**src/rtl/seg_scan_driver.sv**
```systemverilog
// Multiplexed N-digit 7-segment scan driver with frame-synchronous double buffering,
// per-digit blank/blink/dp masks and optional leading-zero suppression.
module seg_scan_driver #(
  parameter int N_DIGITS     = 4,
  parameter int SCAN_DIV     = 50000,
  parameter int BLINK_FRAMES = 64,
  parameter int LZ_BLANK     = 1,
  parameter int ACTIVE_LOW   = 1
) (
  input  logic                  clk_osc,
  input  logic                  reset,
  input  logic [4*N_DIGITS-1:0] digits,
  input  logic [N_DIGITS-1:0]   dp,
  input  logic [N_DIGITS-1:0]   blank_mask,
  input  logic [N_DIGITS-1:0]   blink_mask,
  input  logic                  load,
  output logic [N_DIGITS-1:0]   anode,
  output logic [7:0]            eSeg,
  output logic                  frame_start
);

  localparam int DW = 4 * N_DIGITS;
  localparam int IW = (N_DIGITS > 1) ? $clog2(N_DIGITS) : 1;
  localparam int PW = (SCAN_DIV > 1) ? $clog2(SCAN_DIV) : 1;
  localparam int FW = (BLINK_FRAMES > 1) ? $clog2(BLINK_FRAMES) : 1;
  localparam logic [PW-1:0] PRE_MAX = PW'(SCAN_DIV - 1);
  localparam logic [IW-1:0] IDX_MAX = IW'(N_DIGITS - 1);
  localparam logic [FW-1:0] FRM_MAX = FW'(BLINK_FRAMES - 1);
  localparam logic          POL     = (ACTIVE_LOW != 0);

  function automatic logic [6:0] dec7(input logic [3:0] v);
    logic [6:0] s;
    case (v)
      4'h0: s = 7'b0111111;
      4'h1: s = 7'b0000110;
      4'h2: s = 7'b1011011;
      4'h3: s = 7'b1001111;
      4'h4: s = 7'b1100110;
      4'h5: s = 7'b1101101;
      4'h6: s = 7'b1111101;
      4'h7: s = 7'b0000111;
      4'h8: s = 7'b1111111;
      4'h9: s = 7'b1101111;
      4'hA: s = 7'b1110111;
      4'hB: s = 7'b1111100;
      4'hC: s = 7'b0111001;
      4'hD: s = 7'b1011110;
      4'hE: s = 7'b1111001;
      default: s = 7'b1110001;
    endcase
    return s;
  endfunction

  logic [PW-1:0]       pre_q, pre_d;
  logic [IW-1:0]       idx_q, idx_d;
  logic [FW-1:0]       frm_q, frm_d;
  logic                phase_q, phase_d;
  logic                pend_q, pend_d;
  logic [DW-1:0]       sh_dig_q, sh_dig_d, act_dig_q, act_dig_d;
  logic [N_DIGITS-1:0] sh_dp_q, sh_dp_d, act_dp_q, act_dp_d;
  logic [N_DIGITS-1:0] sh_blank_q, sh_blank_d, act_blank_q, act_blank_d;
  logic [N_DIGITS-1:0] sh_blink_q, sh_blink_d, act_blink_q, act_blink_d;
  logic [N_DIGITS-1:0] anode_q, anode_d;
  logic [7:0]          eseg_q, eseg_d;
  logic                fs_q;
  logic                tick, fb;

  // Scan timing, blink phase and the shadow/active double buffer
  always_comb begin
    tick        = (pre_q == PRE_MAX);
    fb          = tick && (idx_q == IDX_MAX);
    pre_d       = tick ? '0 : pre_q + 1'b1;
    idx_d       = idx_q;
    frm_d       = frm_q;
    phase_d     = phase_q;
    pend_d      = pend_q;
    sh_dig_d    = sh_dig_q;
    sh_dp_d     = sh_dp_q;
    sh_blank_d  = sh_blank_q;
    sh_blink_d  = sh_blink_q;
    act_dig_d   = act_dig_q;
    act_dp_d    = act_dp_q;
    act_blank_d = act_blank_q;
    act_blink_d = act_blink_q;
    if (tick) idx_d = fb ? '0 : idx_q + 1'b1;
    if (fb) begin
      if (frm_q == FRM_MAX) begin
        frm_d   = '0;
        phase_d = ~phase_q;
      end else begin
        frm_d = frm_q + 1'b1;
      end
      pend_d = 1'b0;
      // A load coinciding with the boundary bypasses the shadow entirely
      if (load) begin
        act_dig_d   = digits;
        act_dp_d    = dp;
        act_blank_d = blank_mask;
        act_blink_d = blink_mask;
      end else if (pend_q) begin
        act_dig_d   = sh_dig_q;
        act_dp_d    = sh_dp_q;
        act_blank_d = sh_blank_q;
        act_blink_d = sh_blink_q;
      end
    end else if (load) begin
      sh_dig_d   = digits;
      sh_dp_d    = dp;
      sh_blank_d = blank_mask;
      sh_blink_d = blink_mask;
      pend_d     = 1'b1;
    end
  end

  logic [3:0]          nib;
  logic                sel_dp, sel_blank, sel_blink, sel_lz, hi_zero, dark;
  logic [6:0]          seg_lit;
  logic [N_DIGITS-1:0] an_log;

  // Output stage looks at next-state values so pins change on the same edge as idx
  always_comb begin
    nib       = '0;
    sel_dp    = 1'b0;
    sel_blank = 1'b0;
    sel_blink = 1'b0;
    sel_lz    = 1'b0;
    hi_zero   = 1'b1;
    an_log    = '0;
    for (int i = N_DIGITS - 1; i >= 0; i--) begin
      hi_zero = hi_zero & (act_dig_d[4*i +: 4] == 4'd0);
      if (idx_d == IW'(i)) begin
        nib       = act_dig_d[4*i +: 4];
        sel_dp    = act_dp_d[i];
        sel_blank = act_blank_d[i];
        sel_blink = act_blink_d[i];
        sel_lz    = hi_zero & (i != 0) & (LZ_BLANK != 0);
        an_log[i] = 1'b1;
      end
    end
    dark    = sel_blank | (phase_d & sel_blink);
    seg_lit = (dark | sel_lz) ? 7'd0 : dec7(nib);
    eseg_d  = {~dark & sel_dp, seg_lit} ^ {8{POL}};
    anode_d = an_log ^ {N_DIGITS{POL}};
  end

  always_ff @(posedge clk_osc or posedge reset) begin
    if (reset) begin
      pre_q       <= '0;
      idx_q       <= '0;
      frm_q       <= '0;
      phase_q     <= 1'b0;
      pend_q      <= 1'b0;
      sh_dig_q    <= '0;
      sh_dp_q     <= '0;
      sh_blank_q  <= '0;
      sh_blink_q  <= '0;
      act_dig_q   <= '0;
      act_dp_q    <= '0;
      act_blank_q <= '0;
      act_blink_q <= '0;
      anode_q     <= {N_DIGITS{POL}};
      eseg_q      <= {8{POL}};
      fs_q        <= 1'b0;
    end else begin
      pre_q       <= pre_d;
      idx_q       <= idx_d;
      frm_q       <= frm_d;
      phase_q     <= phase_d;
      pend_q      <= pend_d;
      sh_dig_q    <= sh_dig_d;
      sh_dp_q     <= sh_dp_d;
      sh_blank_q  <= sh_blank_d;
      sh_blink_q  <= sh_blink_d;
      act_dig_q   <= act_dig_d;
      act_dp_q    <= act_dp_d;
      act_blank_q <= act_blank_d;
      act_blink_q <= act_blink_d;
      anode_q     <= anode_d;
      eseg_q      <= eseg_d;
      fs_q        <= fb;
    end
  end

  assign anode       = anode_q;
  assign eSeg        = eseg_q;
  assign frame_start = fs_q;

endmodule

```
**config.mk**
```make
export PLATFORM = sky130hd
export DESIGN_NAME = seg_scan_driver
export DESIGN_NICKNAME = d
export VERILOG_FILES = /design/src/rtl/seg_scan_driver.sv
export SDC_FILE = /design/constraint.sdc
export NUM_CORES = 1
export LEC_CHECK = 0
export CORE_ASPECT_RATIO = 1.4
export CORE_UTILIZATION = 55
export CTS_BUF_LIST = sky130_fd_sc_hd__clkbuf_2 sky130_fd_sc_hd__clkbuf_4 sky130_fd_sc_hd__clkbuf_8
export CTS_CLUSTER_SIZE = 40
export DETAILED_ROUTE_END_ITERATION = 7
export PLACE_DENSITY = 0.75
export SYNTH_ARGS = -nofsm -noshare
export SYNTH_HDL_FRONTEND = slang
export SYNTH_SLANG_ARGS = --single-unit
```
**constraint.sdc**
```tcl
create_clock -name clk_osc -period 3.95 [get_ports clk_osc]
set_clock_uncertainty 0.1 [all_clocks]
set_input_delay 0.395 -clock clk_osc [delete_from_list [all_inputs] [get_ports clk_osc]]
set_output_delay 0.395 -clock clk_osc [all_outputs]
set_load 0.02 [all_outputs]
```
==> impl_metrics.tcl <==
set metrics [dict create \
    wirelength_mm 10.1 \
    cp.arrival_ps 3830 \
    top_usage_layer "met2" \
    rows 39 \
    yosysTopAreaCellShare_pct 44.9 \
    mostFrequentLayoutCells "83 x dfrtp_1, 46 x nand3_1, 43 x clkdlybuf4s50_1" \
    synth_cells 423 \
    multi_input_area_um2 2030 \
    period_needed_ps 3670 \
    cellPowerDensity_nw_per_um2 336 \
    grt-ovfl-total 0 \
    viasPerCell 6.05 \
    worst-setup-path-type "reg2reg" \
    tns_ps 0 \
    ioPinCount 44 \
    cts_hold_buf 0 \
    final_nets 506 \
    n_fill_cell 647 \
    hold_slack_ps 145 \
    globalRouteMet2Util_pct 39.3 \
    grt_pass1_vias 3413 \
    finalHoldViolCount 0 \
    cp.required_ps 4100 \
    post-route-period-util_pct 92.9 \
    relSlewSlack_pct 55.9 \
    gp_congestion 0.870 \
    hold_class "in2async" \
    yosysTopAreaCell "dfrtp_1" \
    worstMarginPinSlew_ps 662 \
    postRouteAntennaNets 0 \
    die_h_um 110 \
    seqCellArea_um2 2390 \
    clock-root-buffer "clkbuf_8" \
    dp_slack_ps 334 \
    clk_path_buf_depth 2 \
    cts_resized 0 \
    max-vdd-ir-drop_uv 213 \
    setup_slack_ps 279 \
    areaGrowthSynthToFinish_pct 15.0 \
    drc_errors 0 \
    drt_iter0_drc 281 \
    rsz0062_at_grt "no" \
    worst_setup_path_start_kind "flip-flop" \
    first_pass_iters 4 \
    max_freq_mhz 272 \
    port_buffers 43 \
    synth_nets 463 \
    die_x_um 79.5 \
    initial_core_util_pct 56.7 \
    fp.coreArea_um2 8150 \
    setup_violations 0 \
    final_common_cell "dfrtp_1" \
    dieArea_um2 8780 \
    avgSynthCellArea_um2 10.9 \
    ys_ff_latch 95 \
    htree_levels 3 \
    cts_sinks 95 \
    synth_edf_count 0 \
    cts_tree "yes" \
    status "completed" \
    ys_seq_area_share_pct 51.7 \
    syn_area_um2 4620 \
    grt_usage_pct 24.9 \
    ys.flop_type "dfrtp_1" \
    drv_cap 0 \
    wl_per_cell_um 17.6 \
    async_reset_ff_share_pct 100 \
    netlist-cell-type-count 54 \
    drive_gt1_share_pct 19.3 \
    cp_max_fo 7 \
    critPathCaptureType "flip-flop" \
    yosysWarnings 0 \
    grt_pass1_wl_mm 16.7 \
    vias 3469 \
    p_leak_nw 2.19 \
    cts_setup_buffers 0 \
    clock_latency_ps 360 \
    antenna_found_initial 0 \
    numCtsBuffers 9 \
    dp_hpwl_mm 7.02 \
    slew_violations 0 \
    met1_usage_pct 31.9 \
    antennaDiodeCount 0 \
    clkTransAtPathRegs_ps 90 \
    grt_max_degree 54 \
    grt_util_met3_pct 4.13 \
    synth.area.top_cells "dfrtp_1 45%, dfstp_2 6.8%, mux2_2 6.8%" \
]
==> cell usage after synthesis (all sizes together), types with 2 or more instances <==
cell    number
a31oi        8
nor2        24
dfrtp       83
nor4         3
ha           9
o22ai        2
o21ai       15
nor2b        6
nand4        6
and3         2
o211ai       2
mux2        28
o31ai        4
nand3       53
buf         16
o221ai       4
a211oi       3
inv         11
clkbuf       7
xor2         5
nor3         8
nand2       45
a22oi        9
a32oi       22
mux2i        5
or4b         2
a21oi        6
xnor2        9
or4          2
dfstp       12
and2         2
==> where the power goes <==
part	switching, mW	total (mW)	internal, mW	leakage [nW]
clock	0.325	0.646	0.322	0.107
combinational	0.0556	0.117	0.0616	1.01
sequential	0.0185	1.02	1.01	1.07
total	0.399	1.79	1.39	2.19
==> through the flow <==
stage	power (mW)	instances	utilization, %	area, um^2
6_report	1.79	573	65.3	5320
5_1_grt	1.86	573	65.3	5320
4_1_cts	1.81	573	65.3	5320
3_5_place_dp	1.16	557	62.8	5120
3_3_place_gp	1.16	557	62.8	5120
2_1_floorplan	1.10	423	-	4620
==> state kept, by name, indices dropped and copies added, names as in the netlist, 2 cells and up <==
signal       flops
frm_q            6
sh_dig_q        16
act_blank_q      4
anode            4
pre_q           16
eSeg             8
sh_blank_q       4
act_blink_q      4
idx_q            2
act_dp_q         4
sh_dp_q          4
sh_blink_q       4
act_dig_q       16
==> cell type report <==
cell class	count	area share (%)
inverter	12	0.894
timing repair buffer	55	9.79
tap	102	2.40
clock buffer	12	2.87
multi-input combinational	293	38.2
clock inverter	4	0.847
sequential	95	45.0
==> worst max-delay path, stage by stage, from the launching register on <==
cell and delay [ps]:
dfrtp_1 450, or4b_4 600, nor4_1 490, mux2i_1 320
inv_1 190, nor2_1 280, inv_1 170, a211oi_1 240
a31oi_1 80, o311a_4 150, a31oi_4 280, o221ai_1 210
==> per-layer routing <==
layer	up-vias	routed length, um
met3	23	382
met5	-	0
met2	100	5130
met4	0	325
li1	1643	-
met1	1703	4270
==> final timing paths <==
kind                       startpoint       endpoint  slack [ps]  cells after the start
max reg2reg                  pre_q[5]        eSeg[1]         280                     11
max in group asynchronous       reset  sh_blank_q[1]        2710                      3
min in group clk_osc         pre_q[0]       pre_q[0]         390                      1
min reg2reg                  pre_q[0]       pre_q[0]         390                      1
max                          pre_q[5]        eSeg[1]         280                     11
min                             reset       pre_q[9]         150                      2
==> cell families after synthesis <==
family / synth area share (%)
and+or+nand+nor: 17.5
DFF: 51.7
AOI/OAI and AO/OA: 13.4
buffers and inverters: 4.30
muxes: 7.90
xor gates and xnor gates: 2.65
adders and majority gates: 2.44
Power figures use the tool's default switching activity.
